`src/rtl/hyper_cfg_regs_pkg.sv`:
```
// rtl/hyper_cfg_regs_pkg.sv - shared constants and types for the Hyperbus configuration window
package hyper_cfg_regs_pkg;

    localparam logic [7:0] OFF_LATENCY   = 8'h00;
    localparam logic [7:0] OFF_CS_MAX    = 8'h04;
    localparam logic [7:0] OFF_CHIP_EN   = 8'h08;
    localparam logic [7:0] OFF_RST_CTRL  = 8'h0C;
    localparam logic [7:0] OFF_RST_PULSE = 8'h10;
    localparam logic [7:0] OFF_RST_WAIT  = 8'h14;

    localparam logic [3:0]  RST_VAL_LATENCY = 4'd6;
    localparam logic [15:0] RST_VAL_CS_MAX  = 16'd666;
    localparam logic [15:0] RST_VAL_PULSE   = 16'd200;
    localparam logic [15:0] RST_VAL_WAIT    = 16'd300;

    typedef enum logic [1:0] {
        S_IDLE,
        S_PULSE,
        S_WAIT
    } hyp_rst_state_e;

    typedef enum logic {
        REQ_IDLE,
        REQ_RESP
    } req_state_e;

    typedef struct packed {
        logic [47:0] addr;
        logic        write;
        logic [31:0] wdata;
        logic [3:0]  wstrb;
        logic        valid;
    } cheshire_reg_req_t;

    typedef struct packed {
        logic [31:0] rdata;
        logic        error;
        logic        ready;
    } cheshire_reg_rsp_t;

    function automatic logic [31:0] strb_mask(logic [3:0] strb);
        return {{8{strb[3]}}, {8{strb[2]}}, {8{strb[1]}}, {8{strb[0]}}};
    endfunction

endpackage

```
`src/rtl/hyper_rst_seq.sv`:
```
// rtl/hyper_rst_seq.sv - Hyperbus device-reset sequencer: pulse phase then wait phase
module hyper_rst_seq
    import hyper_cfg_regs_pkg::*;
(
    input  logic        clk_i,
    input  logic        rst_i,
    input  logic        start,
    input  logic [15:0] pulse_cnt,
    input  logic [15:0] wait_cnt,
    output logic        hyp_rst_o,
    output logic        busy_o
);

    hyp_rst_state_e state_q, state_d;
    logic [15:0]    cnt_q, cnt_d;
    logic [15:0]    wait_q, wait_d;

    always_ff @(posedge clk_i) begin
        if (rst_i) begin
            state_q <= S_IDLE;
            cnt_q   <= 16'd0;
            wait_q  <= 16'd0;
        end else begin
            state_q <= state_d;
            cnt_q   <= cnt_d;
            wait_q  <= wait_d;
        end
    end

    // Both counts are captured at start so register writes mid-sequence only affect the next run.
    always_comb begin
        state_d = state_q;
        cnt_d   = cnt_q;
        wait_d  = wait_q;
        case (state_q)
            S_IDLE: begin
                if (start) begin
                    state_d = S_PULSE;
                    cnt_d   = (pulse_cnt == 16'd0) ? 16'd1 : pulse_cnt;
                    wait_d  = wait_cnt;
                end
            end
            S_PULSE: begin
                if (cnt_q <= 16'd1) begin
                    if (wait_q == 16'd0) begin
                        state_d = S_IDLE;
                        cnt_d   = 16'd0;
                    end else begin
                        state_d = S_WAIT;
                        cnt_d   = wait_q;
                    end
                end else begin
                    cnt_d = cnt_q - 16'd1;
                end
            end
            S_WAIT: begin
                if (cnt_q <= 16'd1) begin
                    state_d = S_IDLE;
                    cnt_d   = 16'd0;
                end else begin
                    cnt_d = cnt_q - 16'd1;
                end
            end
            default: begin
                state_d = S_IDLE;
                cnt_d   = 16'd0;
            end
        endcase
    end

    assign hyp_rst_o = (state_q == S_PULSE);
    assign busy_o    = (state_q != S_IDLE);

endmodule

```
`src/rtl/hyper_cfg_regs.sv`:
```
// rtl/hyper_cfg_regs.sv - register-bus responder holding Hyperbus PHY config and reset sequencer control
module hyper_cfg_regs
    import hyper_cfg_regs_pkg::*;
#(
    parameter int unsigned NumChips = 2,
    parameter type reg_req_t = hyper_cfg_regs_pkg::cheshire_reg_req_t,
    parameter type reg_rsp_t = hyper_cfg_regs_pkg::cheshire_reg_rsp_t
) (
    input  logic                clk_i,
    input  logic                rst_i,
    input  reg_req_t            reg_req_i,
    output reg_rsp_t            reg_rsp_o,
    output logic [3:0]          cfg_latency_o,
    output logic [15:0]         cfg_cs_max_o,
    output logic [NumChips-1:0] cfg_chip_en_o,
    output logic                hyp_rst_o,
    output logic                busy_o
);

    req_state_e          req_q, req_d;
    logic [3:0]          latency_q;
    logic [15:0]         cs_max_q;
    logic [NumChips-1:0] chip_en_q;
    logic [15:0]         pulse_q;
    logic [15:0]         wait_q;
    logic [31:0]         rdata_q, rdata_d;
    logic                error_q, error_d;

    logic [5:0]  word;
    logic [31:0] wmask;
    logic [31:0] wdata;
    logic        accept;
    logic        wr_en;
    logic        seq_start;
    logic        busy;
    logic        unused_bits;

    assign word   = reg_req_i.addr[7:2];
    assign wdata  = reg_req_i.wdata;
    assign wmask  = strb_mask(reg_req_i.wstrb);
    assign accept = (req_q == REQ_IDLE) && reg_req_i.valid;
    assign unused_bits = ^{reg_req_i.addr[47:8], reg_req_i.addr[1:0], wdata[31:16], wmask[31:16]};

    always_ff @(posedge clk_i) begin
        if (rst_i) begin
            req_q <= REQ_IDLE;
        end else begin
            req_q <= req_d;
        end
    end

    always_comb begin
        req_d = req_q;
        case (req_q)
            REQ_IDLE: if (reg_req_i.valid) req_d = REQ_RESP;
            REQ_RESP: req_d = REQ_IDLE;
            default:  req_d = REQ_IDLE;
        endcase
    end

    // Read mux; unmapped offsets flag an error and suppress any write.
    always_comb begin
        rdata_d = 32'd0;
        error_d = 1'b0;
        case (word)
            OFF_LATENCY[7:2]:   rdata_d = {28'd0, latency_q};
            OFF_CS_MAX[7:2]:    rdata_d = {16'd0, cs_max_q};
            OFF_CHIP_EN[7:2]:   rdata_d = 32'(chip_en_q);
            OFF_RST_CTRL[7:2]:  rdata_d = {31'd0, busy};
            OFF_RST_PULSE[7:2]: rdata_d = {16'd0, pulse_q};
            OFF_RST_WAIT[7:2]:  rdata_d = {16'd0, wait_q};
            default:            error_d = 1'b1;
        endcase
    end

    assign wr_en     = accept && reg_req_i.write && !error_d;
    assign seq_start = wr_en && (word == OFF_RST_CTRL[7:2]) && reg_req_i.wstrb[0] && wdata[0];

    always_ff @(posedge clk_i) begin
        if (rst_i) begin
            latency_q <= RST_VAL_LATENCY;
            cs_max_q  <= RST_VAL_CS_MAX;
            chip_en_q <= {NumChips{1'b1}};
            pulse_q   <= RST_VAL_PULSE;
            wait_q    <= RST_VAL_WAIT;
        end else if (wr_en) begin
            case (word)
                OFF_LATENCY[7:2]:
                    latency_q <= (latency_q & ~wmask[3:0]) | (wdata[3:0] & wmask[3:0]);
                OFF_CS_MAX[7:2]:
                    cs_max_q <= (cs_max_q & ~wmask[15:0]) | (wdata[15:0] & wmask[15:0]);
                OFF_CHIP_EN[7:2]:
                    chip_en_q <= (chip_en_q & ~wmask[NumChips-1:0])
                               | (wdata[NumChips-1:0] & wmask[NumChips-1:0]);
                OFF_RST_PULSE[7:2]:
                    pulse_q <= (pulse_q & ~wmask[15:0]) | (wdata[15:0] & wmask[15:0]);
                OFF_RST_WAIT[7:2]:
                    wait_q <= (wait_q & ~wmask[15:0]) | (wdata[15:0] & wmask[15:0]);
                default: ;
            endcase
        end
    end

    // Response data is held only for the single ready cycle, otherwise zero.
    always_ff @(posedge clk_i) begin
        if (rst_i) begin
            rdata_q <= 32'd0;
            error_q <= 1'b0;
        end else if (accept) begin
            rdata_q <= rdata_d;
            error_q <= error_d;
        end else if (req_q == REQ_RESP) begin
            rdata_q <= 32'd0;
            error_q <= 1'b0;
        end
    end

    always_comb begin
        reg_rsp_o       = '0;
        reg_rsp_o.rdata = rdata_q;
        reg_rsp_o.error = error_q;
        reg_rsp_o.ready = (req_q == REQ_RESP);
    end

    hyper_rst_seq u_rst_seq (
        .clk_i     (clk_i),
        .rst_i     (rst_i),
        .start     (seq_start),
        .pulse_cnt (pulse_q),
        .wait_cnt  (wait_q),
        .hyp_rst_o (hyp_rst_o),
        .busy_o    (busy)
    );

    assign busy_o        = busy;
    assign cfg_latency_o = latency_q;
    assign cfg_cs_max_o  = cs_max_q;
    assign cfg_chip_en_o = chip_en_q;

endmodule
```
`config.mk`:
```
export PLATFORM = sky130hd
export DESIGN_NAME = hyper_cfg_regs
export DESIGN_NICKNAME = d
export VERILOG_FILES = /design/src/rtl/hyper_cfg_regs_pkg.sv /design/src/rtl/hyper_rst_seq.sv /design/src/rtl/hyper_cfg_regs.sv
export SDC_FILE = /design/constraint.sdc
export NUM_CORES = 1
export LEC_CHECK = 0
export BUFFER_PORTS_ARGS = -buffer_cell sky130_fd_sc_hd__buf_4
export CORE_ASPECT_RATIO = 0.75
export CORE_MARGIN = 2
export CORE_UTILIZATION = 50
export DETAILED_ROUTE_END_ITERATION = 10
export PLACE_DENSITY = 0.77
export SYNTH_ARGS = -nofsm -noshare
export SYNTH_HDL_FRONTEND = slang
export SYNTH_SLANG_ARGS = --single-unit
```
`constraint.sdc`:
```
create_clock -name clk_i -period 2.6 [get_ports clk_i]
set_input_delay 0.39 -clock clk_i [delete_from_list [all_inputs] [get_ports clk_i]]
set_output_delay 0.39 -clock clk_i [all_outputs]
set_load 0.005 [all_outputs]
```
* Yosys cells after proc, flatten, opt, wreduce, memory -nomap -nowiden
Cells that the tools add are included.
** Word-level totals
- Bits in registers :: 122
- Output and inout port bits :: 58
- Word-level logic and storage cells :: 79
** Operators by class
- $add $sub $neg :: 1
- $lt $le $gt $ge :: 1
- Equal/unequal tests :: 10
- Muxes and demuxes :: 19
- Bitwise logic cells :: 17
- Reductions and logical operators :: 20
** Operator list (number)
- one-hot mux 16 bit (6 select lines) :: 1
- two-way mux 16 bit :: 5
- AND 16 bit :: 4
- two-way mux 32 bit :: 2
- OR 16 bit :: 3
- one-hot mux 16 bit (3 select lines) :: 1
- logical NOT 16 bit :: 2
- <= comparator 16 x 1 -> 1 bit, second input constant :: 1
- NOT 16 bit :: 1
- subtractor 16 x 1 -> 16 bit, second input constant :: 1
- equality test 6 x 2 -> 1 bit, second input constant :: 2
- equality test 6 x 3 -> 1 bit, second input constant :: 2
- AND reduction 2 bit :: 6
- AND 4 bit :: 2
- two-way mux 2 bit :: 4
- equality test 6 x 1 -> 1 bit, second input constant :: 1
- logical AND 1 bit :: 6
- logical NOT 6 bit :: 1
- one-hot mux 2 bit (3 select lines) :: 1
- OR reduction 6 bit :: 1
- AND 2 bit :: 2
- two-way mux 1 bit :: 4
- != test 2 x 1 -> 1 bit, second input constant :: 2
- NOT 4 bit :: 1
- 11 further kinds :: 12

* Depth between registers and ports, before layout
- Depth in word-level cells :: 9
- Mapped depth :: 9
- Depth with buffers taken out :: 7

* Hierarchy
A second synthesis with hierarchy kept.
** Second synthesis, totals
- Cell total of the unflattened synthesis :: 593
- Area total of the unflattened synthesis :: 5207.5 µm²
** By module, submodules not included
- hyper_cfg_regs :: instances 1, cells an instance 337, area each 3193.1 µm², seq. area each 1441.4 µm²
- hyper_rst_seq :: instances 1, cells an instance 256, area each 2014.4 µm², seq. area each 680.7 µm²

* Worst setup path before layout
Ideal clock, no wire load.
- Path kind :: input to register
- From :: input port reg_req_i[42] (netlist bit)
- To :: register u_rst_seq.wait_q[10]
- Arrival time :: 2.201 ns
- Required time :: 2.472 ns
- Setup slack :: 0.272 ns
- Stages on the path :: 8
- Cell sequence :: a211o_1 -> or4b_1 -> buf_2 -> nor3_4 -> nand2_4 -> buf_6 -> mux2i_1 -> nor2_1
** On the way
- Longest elaborated chain between the ends :: 7
- Elaborated cells between the ends (all ways) :: 12
- Classes of those cells :: 5 x eq/ne; 7 x reduce/logical
** Ends and longest elaborated chain
- start, declared :: line hyper_cfg_regs.sv:11 : input reg_req_t reg_req_i,
- equality test 6 x 2 -> 1 bit, or another cell as far along :: line hyper_cfg_regs.sv:65, hyper_cfg_regs.sv:77
- OR reduction 6 bit (no source line)
- logical AND 1 bit :: line hyper_cfg_regs.sv:76 : assign wr_en = accept && reg_req_i.write && !error_d;
- logical AND 1 bit (*) (3 in a row) :: line hyper_cfg_regs.sv:77 : assign seq_start = wr_en && (word == OFF_RST_CTRL[7:2]) && reg_req_i.wstrb[0] && wdata[0];
- AND reduction 2 bit (no source line) (*)
- end signal, assigned :: line hyper_rst_seq.sv:26 : wait_q <= wait_d;
- end, declared :: line hyper_rst_seq.sv:16 : logic [15:0] wait_q, wait_d;
Mark *: on every way between the ends. The rest lies on a longest branch, timed or not.
A chain may end at the register's enable or synchronous reset.

* Worst setup path in the final report
- From :: register u_rst_seq.cnt_q[0]
- To :: register u_rst_seq.cnt_q[14]
** On the way
- Longest elaborated chain between the ends :: 3
- Elaborated cells between the ends (all ways) :: 5
- Classes of those cells :: 1 x add/sub; 1 x order compare; 3 x mux
** Ends and longest elaborated chain
- start, declared :: line hyper_rst_seq.sv:15 : logic [15:0] cnt_q, cnt_d;
- start signal, assigned :: line hyper_rst_seq.sv:25 : cnt_q <= cnt_d;
- subtractor 16 x 1 -> 16 bit / <= comparator 16 x 1 -> 1 bit (equally long branches)
- two-way mux 16 bit, on equally long branches :: line hyper_rst_seq.sv:57, hyper_rst_seq.sv:44
- one-hot mux 16 bit (3 select lines) (*) :: line hyper_rst_seq.sv:35 : case (state_q)
Marks and branches as above.

==> flow_summary.ini <==
[outcome]
status = completed

[layout]
seqCellArea_mm2 = 0.00212
utilization = 0.619
drive_above_1_share = 0.169
fin_cells = 824
area_growth_pct = 19.2
nets = 777
fillCellCount = 861
num_antenna_cells = 0
multiInputGateArea_mm2 = 0.00269

[cts]
htreeDepth = 3
clockBufferDepth = 2
post_cts_resized = 0
cts_root_buf = clkbuf_16
cts_tree = yes
cts_setup_buffers = 0
clk_latency_ns = 0.35
clk_pin_slew_ns = 0.07
numCtsBuffers = 9
clock_sinks = 106
hold_buffers = 0

[sta]
period_needed_ns = 2.25
drv_slew = 0
rsz0062_at_grt = false
setup_ws_ns = 0.349
fin_skew_ns = 0.00800
finalSetupViolCount = 0
period_share = 0.866
worst-slew-pin-transition_ns = 0.977
timing_hold_violations_final = 0
final.setup.tns_ns = 0
fmax_mhz = 444
slew_headroom = 0.346
hold_ws_ns = 0.271

[grt]
grtUsageTotal = 0.279
grt_start_max_net_pins = 48
grt_pass1_vias = 4406
grt_use_met3 = 0.0766
gr-total-overflow = 0
met2_usage = 0.413
antenna_found_initial = 0
grt_use_met1 = 0.401
top_usage_layer = met2
grt_pass1_wl_mm = 24.1

[pwr]
ir_drop_mv = 0.367
leakagePower_nw = 2.52
power.density_mw_per_mm2 = 527

[worst_setup_path]
crit_type = register to register
arrival_ns = 2.49
crit_path_start_kind = register
critPathRequiredTime_ns = 2.84
ff2ff_setup_slack_ns = 0.35
reg2reg_depth = 7
r2r_end = u_rst_seq.cnt_q[14]
path_max_fanout = 5
r2r-start = u_rst_seq.cnt_q[0]
endpoint_kind = register

[yosys]
synth_area_mm2 = 0.00508
synth_top_cell_by_area = dfxtp_1
synth_sequential_area_ratio = 0.418
syn_area_per_cell_um2 = 8.19
synth_edf_count = 0
ys_ff_latch = 106
yosys-top-cells-count = 109 x nand2_1, 106 x dfxtp_1, 68 x nor2_1
ys_top_cells_by_area = dfxtp_1 42%, nand2_1 8.1%, nor2_1 5.0%, a21oi_1 4.9%, mux2i_1 4.7%
yosysMostFrequentCell = nand2_1
synthArstFlopShare = 0
ys.flop_type = dfxtp_1
syn_inst = 620
yosysWarningCount = 0
yosys.area.top_type_share = 0.418
ys_types = 54

[worst_hold_path]
min_from = reg_req_i[7]
hold_path_depth = 2
hp-class = input pin to register

[job]
drv_cap = 0

[detailed_routing]
wire_per_inst_um = 18.6
viasPerCell = 6.12
final_antenna_net_count = 0
drt_wl_total_mm = 15.4
drt_iter0_drc = 624
drc = 0
drtPass1Iterations = 5
vias = 5045

[placement]
gp_congestion = 0.994
dpl.hpwl_mm = 11.4
dp.cells = 808
port-buffer-count = 69
post-place-ws_ns = 0.0367

[die]
start_util = 0.519
dieArea_mm2 = 0.0110
die_h_um = 91.3
core_mm2 = 0.00977
num_io_pins = 146
die_w_um = 120
core.rowCount = 31
critical path, stage by stage, from the launching register on:
cell and delay (ns):
dfxtp_1 0.41, inv_1 0.10, ha_1 0.25, o21ai_0 0.34, nor2_1 0.19, nor3_1 0.37, a221oi_1 0.14, a211oi_1 0.34
power by group:
part	switching [mW]	total, mW	internal, mW
sequential	0.00258	1.63	1.62
clock	0.639	1.42	0.784
combinational	0.0886	0.137	0.0481
total	0.731	3.19	2.46
placed cells by master, fill, tap and decap left out, types with 6 or more instances in the layout:
cell type,instances
nor2_1,68
nor4_1,11
a21oi_1,50
o21ai_0,13
buf_4,93
xor2_1,6
conb_1,16
inv_1,11
a221oi_1,6
a22oi_1,16
clkbuf_16,9
dfxtp_1,106
mux2i_1,24
nor3_1,12
a211o_1,8
a22o_1,24
a211oi_1,10
nand3_1,15
nand2_1,109
nand3b_1,10
o211ai_1,8
per-stage QoR:
step	power [mW]	cell area [um^2]
2_1_floorplan	1.75	5130
4_1_cts	3.19	6050
3_5_place_dp	1.80	5740
6_report	3.19	6050
3_3_place_gp	1.79	5740
5_1_grt	3.28	6050
routing by layer:
| layer | share of wire | vias up |
|---|---|---|
| li1 | - | 2331 |
| met3 | 0.11 | 26 |
| met4 | 0.014 | 0 |
| met2 | 0.43 | 299 |
| met5 | 0 | - |
| met1 | 0.44 | 2389 |
logic make-up after synthesis:
logic type               synth area share
adder cells (fa/ha/maj)           0.00493
flip-flops                          0.418
XOR/XNOR                           0.0138
other                            0.000739
multiplexers                       0.0473
buffers and inverters              0.0629
AND/OR/NAND/NOR                     0.233
AO/OA/AOI/OAI                       0.219
final cells by class:
type	count	area share
multi-input cells	465	0.445
well taps	132	0.0273
flip-flops and latches	106	0.351
clock inverters	6	0.0120
repair buffers	94	0.119
clock buffers	10	0.0395
inverters	11	0.00683
worst max path at each step:
stage | startpoint | to | slack [ns]
global placement | reg_req_i[42] | u_rst_seq.cnt_q[13] | 0.11
finish | u_rst_seq.cnt_q[0] | u_rst_seq.cnt_q[14] | 0.35
CTS | u_rst_seq.cnt_q[0] | u_rst_seq.cnt_q[7] | 0.40
detailed placement | reg_req_i[42] | u_rst_seq.cnt_q[0] | 0.04
floorplan | reg_req_i[42] | u_rst_seq.wait_q[10] | 0.27
global route | u_rst_seq.cnt_q[0] | u_rst_seq.cnt_q[6] | 0.15
Power figures use the tool's default switching activity.
